==> config.mk <==
export PLATFORM = sky130hd
export DESIGN_NAME = i2c_byte_master
export DESIGN_NICKNAME = d
export VERILOG_FILES = /design/src/rtl/i2c_pkg.sv /design/src/rtl/i2c_quarter_timer.sv /design/src/rtl/i2c_byte_master.sv
export SDC_FILE = /design/constraint.sdc
export NUM_CORES = 1
export LEC_CHECK = 0
export BUFFER_PORTS_ARGS = -buffer_cell sky130_fd_sc_hd__buf_4
export CAP_MARGIN = 10
export CELL_PAD_IN_SITES_DETAIL_PLACEMENT = 0
export CELL_PAD_IN_SITES_GLOBAL_PLACEMENT = 1
export CORE_UTILIZATION = 48
export CTS_BUF_LIST = sky130_fd_sc_hd__clkbuf_8
export DETAILED_ROUTE_END_ITERATION = 12
export PLACE_DENSITY = 0.92
export SETUP_SLACK_MARGIN = 0.4
export SYNTH_ARGS = -nofsm -noshare
export SYNTH_HDL_FRONTEND = slang
export SYNTH_HIERARCHICAL = 1
export SYNTH_SLANG_ARGS = --single-unit
==> constraint.sdc <==
create_clock -name clk -period 4.38 [get_ports clk]
set_input_delay 0.219 -clock clk [delete_from_list [all_inputs] [get_ports clk]]
set_output_delay 0.219 -clock clk [all_outputs]
set_load 0.05 [all_outputs]
==> src/rtl/i2c_pkg.sv <==
// rtl/i2c_pkg.sv - shared encodings for the I2C byte master
package i2c_pkg;

   localparam logic [1:0] CMD_START = 2'b00;
   localparam logic [1:0] CMD_STOP  = 2'b01;
   localparam logic [1:0] CMD_WRITE = 2'b10;
   localparam logic [1:0] CMD_READ  = 2'b11;

   localparam logic [1:0] Q0 = 2'd0;
   localparam logic [1:0] Q1 = 2'd1;
   localparam logic [1:0] Q2 = 2'd2;
   localparam logic [1:0] Q3 = 2'd3;

   typedef enum logic [2:0] {
      IDLE,
      START,
      BIT,
      ACK,
      STOP,
      RESP
   } i2cState_t;

endpackage

==> src/rtl/i2c_quarter_timer.sv <==
// rtl/i2c_quarter_timer.sv - quarter-SCL-period down-counter with reload and stretch hold
module i2c_quarter_timer #(
   parameter int unsigned CLK_DIV = 250
) (
   input  logic clk,
   input  logic rst_n,
   input  logic run,
   input  logic reload,
   input  logic hold,
   output logic tick
);

   localparam logic [15:0] LoadVal = 16'(CLK_DIV - 1);

   logic [15:0] count;

   always_ff @(posedge clk or negedge rst_n) begin
      if (!rst_n) begin
         count <= '0;
      end else if (reload || (run && (hold || count == 16'd0))) begin
         count <= LoadVal;
      end else if (run) begin
         count <= count - 16'd1;
      end
   end

   assign tick = run & ~reload & ~hold & (count == 16'd0);

endmodule

==> src/rtl/i2c_byte_master.sv <==
// rtl/i2c_byte_master.sv - byte-level I2C master engine for the PMOD I2C lane
// Optional slave clock stretching: I2C_CLOCK_STRETCH_EN
module i2c_byte_master
   import i2c_pkg::*;
#(
   parameter int unsigned CLK_DIV = 250
) (
   input  logic       clk,
   input  logic       rst_n,
   input  logic       cmd_valid,
   output logic       cmd_ready,
   input  logic [1:0] cmd,
   input  logic [7:0] tx_byte,
   input  logic       master_nack,
   output logic       rsp_valid,
   output logic [7:0] rx_byte,
   output logic       ack_n,
   output logic       rsp_err,
   output logic       busy,
   input  logic       scl_i,
   input  logic       sda_i,
   output logic       scl_o,
   output logic       sda_o,
   output logic       scl_t,
   output logic       sda_t
);

`ifdef I2C_CLOCK_STRETCH_EN
   localparam bit StretchEn = 1'b1;
`else
   localparam bit StretchEn = 1'b0;
`endif

   i2cState_t  state, stateNext;
   logic [1:0] quarter, quarterNext;
   logic [2:0] bitIdx, bitNext;
   logic [7:0] txReg, rxShift, rxByteReg;
   logic       readReg, nackReg, busyReg, errReg, ackNReg;
   logic       sclT, sdaT, sclNext, sdaNext;
   logic [1:0] sclSyncFf, sdaSyncFf;
   logic       sclSync, sdaSync;
   logic       accept, tick, timerRun, stretchQuarter, stretchHold;
   logic [7:0] txSel;
   logic       readSel, nackSel;

   assign cmd_ready = (state == IDLE);
   assign accept    = cmd_valid & cmd_ready;

   // On the accept cycle the command registers are not loaded yet, so look at the inputs.
   assign txSel   = (state == IDLE) ? tx_byte : txReg;
   assign readSel = (state == IDLE) ? (cmd == CMD_READ) : readReg;
   assign nackSel = (state == IDLE) ? master_nack : nackReg;

   always_ff @(posedge clk or negedge rst_n) begin
      if (!rst_n) begin
         sclSyncFf <= 2'b11;
         sdaSyncFf <= 2'b11;
      end else begin
         sclSyncFf <= {sclSyncFf[0], scl_i};
         sdaSyncFf <= {sdaSyncFf[0], sda_i};
      end
   end

   assign sclSync = sclSyncFf[1];
   assign sdaSync = sdaSyncFf[1];

   // Quarters that follow an SCL release are where a slave may hold the clock low.
   assign stretchQuarter = ((state == START || state == STOP) && quarter == Q1) ||
                           ((state == BIT || state == ACK) && quarter == Q2);
   assign stretchHold    = StretchEn & stretchQuarter & ~sclSync;
   assign timerRun       = (state == START) || (state == BIT) ||
                           (state == ACK) || (state == STOP);

   i2c_quarter_timer #(
      .CLK_DIV (CLK_DIV)
   ) uQuarterTimer (
      .clk    (clk),
      .rst_n  (rst_n),
      .run    (timerRun),
      .reload (accept),
      .hold   (stretchHold),
      .tick   (tick)
   );

   always_ff @(posedge clk or negedge rst_n) begin
      if (!rst_n) begin
         state   <= IDLE;
         quarter <= Q0;
         bitIdx  <= 3'd7;
      end else begin
         state   <= stateNext;
         quarter <= quarterNext;
         bitIdx  <= bitNext;
      end
   end

   always_comb begin
      stateNext   = state;
      quarterNext = quarter;
      bitNext     = bitIdx;
      sclNext     = sclT;
      sdaNext     = sdaT;

      case (state)
         IDLE: begin
            if (accept) begin
               quarterNext = Q0;
               bitNext     = 3'd7;
               if (cmd == CMD_START)     stateNext = START;
               else if (!busyReg)        stateNext = RESP;
               else if (cmd == CMD_STOP) stateNext = STOP;
               else                      stateNext = BIT;
            end
         end
         START, STOP, ACK: begin
            if (tick) begin
               quarterNext = quarter + 2'd1;
               if (quarter == Q3) stateNext = RESP;
            end
         end
         BIT: begin
            if (tick) begin
               quarterNext = quarter + 2'd1;
               if (quarter == Q3) begin
                  if (bitIdx == 3'd0) stateNext = ACK;
                  else                bitNext   = bitIdx - 3'd1;
               end
            end
         end
         RESP:    stateNext = IDLE;
         default: stateNext = IDLE;
      endcase

      // Line levels are set on entry to each quarter and held for its duration.
      case (stateNext)
         START: begin
            case (quarterNext)
               Q0:      sdaNext = 1'b1;
               Q1:      begin sclNext = 1'b1; sdaNext = 1'b1; end
               Q2:      begin sclNext = 1'b1; sdaNext = 1'b0; end
               default: begin sclNext = 1'b0; sdaNext = 1'b0; end
            endcase
         end
         BIT: begin
            sclNext = quarterNext[1];
            sdaNext = readSel ? 1'b1 : txSel[bitNext];
         end
         ACK: begin
            sclNext = quarterNext[1];
            sdaNext = readSel ? nackSel : 1'b1;
         end
         STOP: begin
            case (quarterNext)
               Q0:      begin sclNext = 1'b0; sdaNext = 1'b0; end
               Q1:      begin sclNext = 1'b1; sdaNext = 1'b0; end
               default: begin sclNext = 1'b1; sdaNext = 1'b1; end
            endcase
         end
         RESP: begin
            if (state == ACK) sclNext = 1'b0;
         end
         default: ;
      endcase
   end

   always_ff @(posedge clk or negedge rst_n) begin
      if (!rst_n) begin
         sclT      <= 1'b1;
         sdaT      <= 1'b1;
         txReg     <= '0;
         rxShift   <= '0;
         rxByteReg <= '0;
         readReg   <= 1'b0;
         nackReg   <= 1'b0;
         busyReg   <= 1'b0;
         errReg    <= 1'b0;
         ackNReg   <= 1'b0;
      end else begin
         sclT <= sclNext;
         sdaT <= sdaNext;
         if (accept) begin
            txReg   <= tx_byte;
            readReg <= (cmd == CMD_READ);
            nackReg <= master_nack;
            errReg  <= (cmd != CMD_START) && !busyReg;
         end
         if (tick) begin
            if (state == BIT && quarter == Q2) rxShift <= {rxShift[6:0], sdaSync};
            if (state == ACK && quarter == Q2) begin
               ackNReg   <= sdaSync;
               rxByteReg <= rxShift;
            end
            if (state == START && quarter == Q3) busyReg <= 1'b1;
            if (state == STOP && quarter == Q3)  busyReg <= 1'b0;
         end
      end
   end

   assign rsp_valid = (state == RESP);
   assign rx_byte   = rxByteReg;
   assign ack_n     = ackNReg;
   assign rsp_err   = errReg;
   assign busy      = busyReg;
   assign scl_o     = 1'b0;
   assign sda_o     = 1'b0;
   assign scl_t     = sclT;
   assign sda_t     = sdaT;

endmodule

Yosys cells after proc, flatten, opt, wreduce, memory -nomap -nowiden

Cells that the tools add are included.

Bitwise operators: 4
Equality and inequality tests: 18
Reductions and logical operators: 30
$add $sub $neg: 3
Magnitude comparators: 1
Muxes and demuxes: 36

Operators with widths:

| kind                  | number |
|---|---|
| $mux 3                | 13 |
| $mux 16               | 2 |
| $logic_not 16->1      | 1 |
| $sub 16x1->16 const B | 1 |
| $eq 3x2->1 const B    | 4 |
| $eq 3x3->1 const B    | 4 |
| $mux 1                | 11 |
| $pmux 3 s3            | 1 |
| $eq 2x2->1 const B    | 4 |
| $mux 8                | 1 |
| $pmux 1 s4            | 2 |
| $reduce_bool 4->1     | 2 |
| $eq 3x1->1 const B    | 2 |
| $logic_and 1x1->1     | 6 |
| $logic_not 3->1       | 2 |
| $pmux 3 s2            | 1 |
| $reduce_and 2->1      | 3 |
| $reduce_bool 2->1     | 3 |
| $reduce_or 2->1       | 3 |
| $eq 2x1->1 const B    | 2 |
| $logic_not 2->1       | 2 |
| $logic_or 1x1->1      | 4 |
| $lt 3x4->1 const B    | 1 |
| $mux 2                | 2 |
| other kinds (12)      | 15 |

Register bits: 57
Output and inout port bits: 17
Word-level logic and storage cells: 107
Bits of input ports: 16

Depth between registers and ports, before layout

Gate-level depths: netlist of the first run.

Word-level depth: 12
Gate-level depth with buffers: 17
Depth with buffers taken out: 15

Cells and area by module

The synthesis of the first run kept the hierarchy.

Modules (own cells, without submodules):

| module            | area an instance (µm²) | cells an instance | times used |
|---|---|---|---|
| i2c_byte_master   | 2331.0                 | 223               | 1 |
| i2c_quarter_timer | 922.1                  | 96                | 1 |

Least setup slack after synthesis of the first run

OpenSTA, ideal clock, no wires.

Kind: reg2reg
From: reg state[1]
To: reg sclT, in the netlist scl_t
Data required time: 4.295 ns
Cell stages (with the launch flop): 15
Setup time: 0.085 ns
Slack: 1.003 ns
Arrival time: 3.292 ns
Period minus slack after synthesis: 3.377 ns
Cells stage by stage: dfrtp_1 or4b_1 buf_2 clkinv_2 clkbuf_1 nor3_1 buf_2 a31oi_1 nand2_1 ha_1 nor2_1 nor2_1 a31oi_1 o22ai_1 mux2_1

RTL lines:

| item                               | line                                           | source |
|---|---|---|
| start: declaration                 | i2c_byte_master.sv:34                          | `i2cState_t state, stateNext;` |
| start signal: assignment           | i2c_byte_master.sv:91                          | `state <= stateNext;` |
| $logic_not 3->1 (*)                | i2c_byte_master.sv:46                          | `assign cmd_ready = (state == IDLE);` |
| $and 1x1->1 (*)                    | i2c_byte_master.sv:47                          | `assign accept = cmd_valid & cmd_ready;` |
| net accept                         | i2c_byte_master.sv:42                          | `logic accept, tick, timerRun, stretchQuarter, stretchHold;` |
| $not 1->1 (*)                      | i2c_quarter_timer.sv:27                        | `assign tick = run & ~reload & ~hold & (count == 16'd0);` |
| $and 1x1->1 (*) (2 in a row)       | i2c_quarter_timer.sv:27                        |  |
| net tick                           | i2c_byte_master.sv:42                          |  |
| $mux 3, on equally long branches   | i2c_byte_master.sv:122, i2c_byte_master.sv:116 |  |
| $pmux 3 s3 (*)                     | i2c_byte_master.sv:104                         | `case (state)` |
| net stateNext[2]                   | i2c_byte_master.sv:34                          |  |
| $eq 3x2->1                         | i2c_byte_master.sv:135                         | `case (stateNext)` |
| $reduce_or 2->1 (no source line)   | --                                             |  |
| $reduce_bool 4->1 (no source line) | --                                             |  |
| $reduce_and 3->1 (no source line)  | --                                             |  |
| end signal: assignment             | i2c_byte_master.sv:179                         | `sclT <= sclNext;` |
| end: declaration                   | i2c_byte_master.sv:39                          | `logic sclT, sdaT, sclNext, sdaNext;` |

Mark *: on every way through the listed nets, which the timed path passes. The rest lies on a longest branch.
A chain may end at the register's enable or synchronous reset.

Final worst setup path of the first run

From: reg state[0]
To: reg sdaT, in the netlist sda_t

Word-level cells in the longest chain between the ends: 12

RTL lines:

| item                                          | line                                           | source |
|---|---|---|
| $eq 3x1->1 or $eq 3x2->1 (tied branches)      | i2c_byte_master.sv:71                          | `assign timerRun = (state == START) \|\| (state == BIT) \|\|` |
| $logic_or 1x1->1 (2 in a row)                 | i2c_byte_master.sv:71                          |  |
| $logic_or 1x1->1                              | i2c_byte_master.sv:72                          | `(state == ACK) \|\| (state == STOP);` |
| $and 1x1->1 (*) (2 in a row)                  | i2c_quarter_timer.sv:27                        |  |
| net tick                                      | i2c_byte_master.sv:42                          |  |
| $mux 2 (*)                                    | i2c_byte_master.sv:116, i2c_byte_master.sv:122 |  |
| $pmux 2 s2 (*)                                | i2c_byte_master.sv:104                         |  |
| net quarterNext[1]                            | i2c_byte_master.sv:35                          | `logic [1:0] quarter, quarterNext;` |
| $eq 2x1->1 or $logic_not 2->1 (tied branches) | i2c_byte_master.sv:137, i2c_byte_master.sv:153 |  |
| $reduce_or 2->1 (no source line) (*)          | --                                             |  |
| $mux 1, on equally long branches              | i2c_byte_master.sv:153, i2c_byte_master.sv:137 |  |
| $pmux 1 s4 (*)                                | i2c_byte_master.sv:135                         |  |
| end signal: assignment                        | i2c_byte_master.sv:180                         | `sdaT <= sdaNext;` |
| end: declaration                              | i2c_byte_master.sv:39                          |  |

Mark *: on every way through the listed nets, which the timed path passes. The rest lies on a longest branch. The select of a mux whose other input is x is not followed.

==> results of run 1 <==
[per-layer routing]
metal / share of wire (%) / global-route usage, % / vias to the layer above
met5: 0 / 0 / -
met3: 3.3 / 6.29 / 10
met4: 1.3 / 5.49 / 0
li1: - / - / 1234
met1: 46 / 24.6 / 1203
met2: 49 / 33.7 / 36
[worst min-delay path: cells and delay by family]
kind / cells / cell delay [ns]
buf+inv: 1 / 0.08
simple gates: 2 / 0.09
[state kept, by name, summed over array words and instances (netlist names), 2 cells and up]
name,count
uQuarterTimer/count,16
rxShift,8
rx_byte,8
txReg,8
bitIdx,3
state,3
quarter,2
sdaSyncFf,2
[power groups by stage]
stage	Sequential, mW	Combinational [mW]	Clock, mW
3_3_place_gp	0.705	0.676	0
5_1_grt	0.715	0.767	0.520
2_1_floorplan	0.694	0.534	0
6_report	0.700	0.689	0.485
3_5_place_dp	0.709	0.690	0
4_1_cts	0.700	0.695	0.496
[path summary, 6_finish.rpt]
kind	startpoint	slack, ns	end
max	state[0]	0.93	sda_t
min	tx_byte[5]	0.08	txReg[5]
max reg2reg	state[0]	0.93	sda_t
min reg2reg	sdaSyncFf[0]	0.36	sdaSyncFf[1]
max in group asynchronous	rst_n	3.42	uQuarterTimer/count[11]
min in group asynchronous	rst_n	0.47	txReg[3]
[cell type report]
class / count / area, sq um / share of cell area [%]
multi-input cells: 233 / 1680 / 44.9
clock inverters: 7 / 71.3 / 1.90
well taps: 77 / 96.3 / 2.57
inverters: 19 / 73.8 / 1.97
clock buffers: 9 / 124 / 3.30
flip-flops and latches: 57 / 1440 / 38.2
repair buffers: 35 / 268 / 7.14
[Yosys cell counts, types with 3 or more instances]
cell	count	area, sq um
xor2_1	3	26.3
inv_1	17	63.8
a31oi_1	4	25.0
nor3b_1	3	22.5
nand3_1	11	55.1
nor3_1	3	15.0
ha_1	9	113
buf_2	5	25.0
and2_1	3	18.8
mux2i_1	7	70.1
dfrtp_1	50	1250
nor2_1	17	63.8
a21oi_1	5	25.0
or2_2	4	25.0
nand4_1	4	25.0
mux2_2	20	225
o31ai_1	9	67.6
clkbuf_1	4	15.0
a22oi_1	7	52.6
o21ai_0	14	70.1
xnor2_1	4	35.0
dfstp_2	7	184
nand2_1	42	158
nand2b_1	5	31.3
o211ai_1	3	22.5
[timing repair]
action	4_1_cts	5_1_grt
resized for setup	0	0
hold endpoints to repair	51	0
hold buffers	2	0
[cell families (layout without fill, tap and decap cells)]
logic type | count (synthesis) | after routing | share of synthesized area [%]
adders and majority gates | 9 | 9 | 3.46
xor gates and xnor gates | 7 | 7 | 1.88
AOI/OAI and AO/OA | 67 | 67 | 16.6
buffers and inverters | 32 | 70 | 4.46
DFF | 57 | 57 | 44.1
muxes | 28 | 28 | 9.42
and+or+nand+nor | 118 | 118 | 20.0
other | 1 | 4 | 0.115
[stage by stage]
stage	worst slack [ns]	power, mW	area (sq um)	hold slack [ns]
after floorplan	1.00	1.23	3260	-0.0766
after global placement	0.999	1.38	3540	0.318
after detailed placement	0.949	1.40	3540	0.322
after CTS	0.915	1.89	3750	0.0735
after global routing	0.625	2.00	3750	0.0721
final	0.927	1.87	3750	0.0822
==> results_dict.tcl, run 1 <==
set metrics [dict create \
    synth_edf_count 0 \
    place.gp.congestion 0.816 \
    synth_ff_type "dfrtp_1" \
    slowest_delay_ns 0.62 \
    run_status "finished with violations" \
    path_max_fanout 20 \
    slew_viol_final 0 \
    firstDrtPassIters 8 \
    postSynth.asyncResetShare_pct 100 \
    placedCellCount 419 \
    final-hold-violation-count 0 \
    ys_types 70 \
    end_kind "flop" \
    numCtsBuffers 9 \
    finClkSkew_ns 0.00965 \
    cap_violations 0 \
    drt-total-wl_mm 6.40 \
    intPower_mw 1.14 \
    via_count 2483 \
    stdcell_count 437 \
    setup_viol_count_final 0 \
    cts_tree "yes" \
    worst-path-stages 15 \
    cp.required_ns 4.63 \
    fin_nets 380 \
    io_pins 33 \
    syn2layout_area_growth_pct 15.3 \
    antenna_found_initial 0 \
    ir_worst_vdd_v 0.000220 \
    yosys_warnings 6 \
    whs_path_depth 3 \
    clk_pin_slew_ns 0.07 \
    core_area_sq_um 6460 \
    final_common_cell "dfrtp_1" \
    grt_max_degree 58 \
    die_area_sq_um 7110 \
    clk_path_buf_depth 2 \
    dp.final_hpwl_mm 4.53 \
    p_sw_share_pct 39.2 \
    synth_seq_cells 57 \
    rsz0062_at_grt "no" \
    htreeDepth 3 \
    routedWlPerCell_um 14.7 \
    arrival_ns 3.70 \
    fp.dieW_um 84.3 \
    layout_common_cells "dfrtp_1, nand2_1, buf_4" \
    cts_sinks 57 \
    p_per_area_nw_per_um2 499 \
    p_seq_share_pct 37.4 \
    pwr-share-clk_pct 25.9 \
    leakagePower_nw 1.72 \
    crit_family "compound AO/OA/AOI/OAI gates" \
    post-route-util_pct 58.1 \
    hold_class "input port to flop" \
    drt-vias-per-instance 5.68 \
    post_cts_buffers 0 \
    synth_cells 319 \
    grt_first_pass_wirelength_mm 11.2 \
    syn-cell-area_sq_um 3250 \
    p_switching_mw 0.734 \
    drt_iter0_markers 113 \
    start_util_pct 50.4 \
    path_class "flop to flop" \
    first_global_vias 2453 \
    startpoint_type "flop" \
    grtUsageTotal_pct 19.9 \
    port_buffers 29 \
    clock-root-buffer "clkbuf_8" \
    violations "DRC" \
    drtAntennaViolNets 0 \
    num_antenna_cells 0 \
    drc 3 \
    cp_slowest_cell "dfrtp_1" \
    reg2regPathDepth 15 \
    setup-tns-final_ns 0 \
    die_h_um 84.3 \
    combPwrFrac_pct 36.8 \
    critPathBufInv 4 \
    fmax_mhz 290 \
    relSlewSlack_pct 52.8 \
    layout-drive-gt1-share_pct 27.5 \
    worst_slew_pin_slew_ns 0.707 \
    num_rows 29 \
    min_period_over_period_pct 78.8 \
    crit_chain "or4b_1, buf_4, clkinv_2, nor3_1, buf_4, o211ai_1, a21oi_1, a311oi_1, inv_1, ha_1, nor2_1, nand3b_1, o32ai_1, a211oi_1, o211ai_1" \
    grt_overflow 0 \
    synth_area_per_cell_sq_um 10.2 \
    synth-seq-area-share_pct 44.1 \
    timing.final.crit_period_ns 3.45 \
    fillers 563 \
    clk_latency_ns 0.34 \
]
(Power assumes the default switching activity.)
==> inputs of run 2 (changes only) <==
ABC_AREA = 1   (was not set)
CORE_UTILIZATION = 41   (was 48)
PLACE_DENSITY = 0.88   (was 0.92)
clock period = 3.05 ns   (was 4.38 ns; I/O delays follow)
==> results_dict.tcl, run 2 <==
set metrics [dict create \
    whs_path_depth 3 \
    startpoint_type "flop" \
    io_pins 33 \
    synth_edf_count 0 \
    finClkSkew_ns 0.0102 \
    crit-reg2reg-capture "sda_t" \
    drtAntennaViolNets 0 \
    setup_viol_count_final 0 \
    final_common_cell "nand2_1" \
    crit_family "simple AND/OR/NAND/NOR gates" \
    min_period_over_period_pct 80.2 \
    critPathBufInv 1 \
    path_class "flop to flop" \
    yosys-top-cells-area "dfrtp_1, nand2_1, inv_1" \
    grtUsageTotal_pct 18.0 \
    drt-vias-per-instance 4.79 \
    numCtsBuffers 9 \
    clk_path_buf_depth 2 \
    cp.required_ns 3.33 \
    fmax_mhz 409 \
    path_max_fanout 4 \
    synth_area_per_cell_sq_um 7.93 \
    ir_worst_vdd_v 0.000534 \
    p_per_area_nw_per_um2 701 \
    worst_slew_pin_slew_ns 0.728 \
    cts_sinks 57 \
    drt-total-wl_mm 6.80 \
    r2r_slack_ns 0.60 \
    syn2layout_area_growth_pct 19.6 \
    firstDrtPassIters 4 \
    crit_chain "nor2_4, inv_1, nor3_4, nand3_2, nor3_4, nand2_1, a21oi_1, nand2_1, ha_1, nor2_1, nor2_1, o2bb2ai_1, nor2_1, a21oi_2" \
    cts_tree "yes" \
    hold_class "input port to flop" \
    run_status "finished, final reports clean" \
    yosys_warnings 6 \
    cp_slowest_cell "dfrtp_2" \
    via_count 2788 \
    reg2regPathDepth 14 \
    htreeDepth 3 \
    top_register "uQuarterTimer/count" \
    grt_overflow 0 \
    synth_ff_type "dfrtp_1" \
    start_util_pct 43.2 \
    timing.final.crit_period_ns 2.45 \
    clock-root-buffer "clkbuf_8" \
    die_h_um 93.2 \
    num_rows 32 \
    clk_pin_slew_ns 0.07 \
    crit_top_cell "nor2_1" \
    synth_seq_cells 57 \
    post-route-util_pct 51.7 \
    total_power_mw 2.86 \
    synth-seq-area-share_pct 42.1 \
    clk_latency_ns 0.35 \
    fin_nets 500 \
    drc 0 \
    largest_reg_flops 16 \
    slew_viol_final 0 \
    setup-tns-final_ns 0 \
    grt_max_degree 58 \
    whs_endpoint "txReg[1]" \
    drt_iter0_markers 107 \
    num_antenna_cells 0 \
    yosys.cell_count.top_type "nand2_1" \
    rsz0062_at_grt "no" \
    netlist_top_cells_count "nand2_1, inv_1, dfrtp_1, nor2_1" \
    antenna_found_initial 0 \
    syn-cell-area_sq_um 3410 \
    leakagePower_nw 2.03 \
    reg2reg_from "uQuarterTimer/count[9]" \
    synth_top_area_share_pct 36.7 \
    first_global_vias 2650 \
    core_area_sq_um 7890 \
    cap_violations 0 \
    place.gp.congestion 0.822 \
    relSlewSlack_pct 51.5 \
    synth_top_area_cell "dfrtp_1" \
    end_kind "flop" \
    ys_types 43 \
    slowest_delay_ns 0.44 \
    die_area_sq_um 8690 \
    holdCritStartpoint "tx_byte[1]" \
    layout-drive-gt1-share_pct 29.6 \
    routedWlPerCell_um 11.7 \
    layout_common_cells "nand2_1, inv_1, dfrtp_1" \
    synth_cells 430 \
    grt_first_pass_wirelength_mm 12.1 \
    postSynth.asyncResetShare_pct 100 \
    arrival_ns 2.72 \
    dp.final_hpwl_mm 4.81 \
    port_buffers 29 \
    fp.dieW_um 93.2 \
    final-hold-violation-count 0 \
]
## run 2: what timing repair did
item,4_1_cts,5_1_grt
gates resized for setup,5,25
endpoints found under the hold margin,51,0
endpoints found under the setup margin,2,2
buffers inserted,1,4
pin swaps,1,8
hold buffers,2,0
## run 2: metrics by stage
step	instance area (sq um)	hold slack, ns	std cells	setup slack, ns
3_3_place_gp	3720	0.262	559	0.262
5_1_grt	4080	0.0722	582	0.393
3_5_place_dp	3720	0.262	559	0.198
6_report	4080	0.0753	582	0.603
4_1_cts	3970	0.0570	578	0.424
2_1_floorplan	3420	-0.143	432	0.513
## run 2: tightest hold or removal path: cells and delay by family
kind            cells  cell delay [ns]
compound gates      1             0.06
buf+inv             1             0.11
simple gates        1             0.06
## run 2: layout make-up
class | count | area (sq um)
timing repair buffer | 39 | 298
sequential | 57 | 1440
clock inverter | 6 | 67.6
multi-input combinational | 304 | 1750
tap | 102 | 128
inverter | 64 | 258
clock buffer | 10 | 138
fill | 762 | 3810
## run 2: per-layer routing
layer  up-vias  share of wire, %  global-route usage (%)
met3         7               3.4                    5.37
met2        35                46                    27.8
li1       1447                 -                       -
met5         -                 0                       0
met4         0               1.3                    6.28
met1      1299                49                    24.1
## run 2: power breakdown
| part | switching, mW | internal (mW) |
|---|---|---|
| clock | 0.338 | 0.400 |
| combinational | 0.782 | 0.388 |
| sequential | 0.0739 | 0.877 |
## run 2: worst max-delay path by stage
stage                     slack (ns)  endpoint  cells past startpoint                    from
after floorplan                 0.51     scl_t                     18                state[0]
after global placement          0.26     sda_t                     18                state[0]
after detailed placement        0.20     sda_t                     18                state[0]
after CTS                       0.42     sda_t                     18  uQuarterTimer/count[0]
after global routing            0.39     sda_t                     17  uQuarterTimer/count[9]
final                           0.60     sda_t                     14  uQuarterTimer/count[9]
## run 2: cell families (layout without fill, tap and decap cells)
family / Yosys count / in the layout / synth area share, %
multiplexers: 1 / 1 / 0.330
AO/OA/AOI/OAI: 56 / 56 / 9.61
buffers and inverters: 71 / 119 / 9.28
other: 1 / 3 / 0.110
flip-flops: 57 / 57 / 42.1
AND/OR/NAND/NOR: 231 / 231 / 34.3
XOR/XNOR: 4 / 4 / 1.03
adder cells (fa/ha/maj): 9 / 9 / 3.30
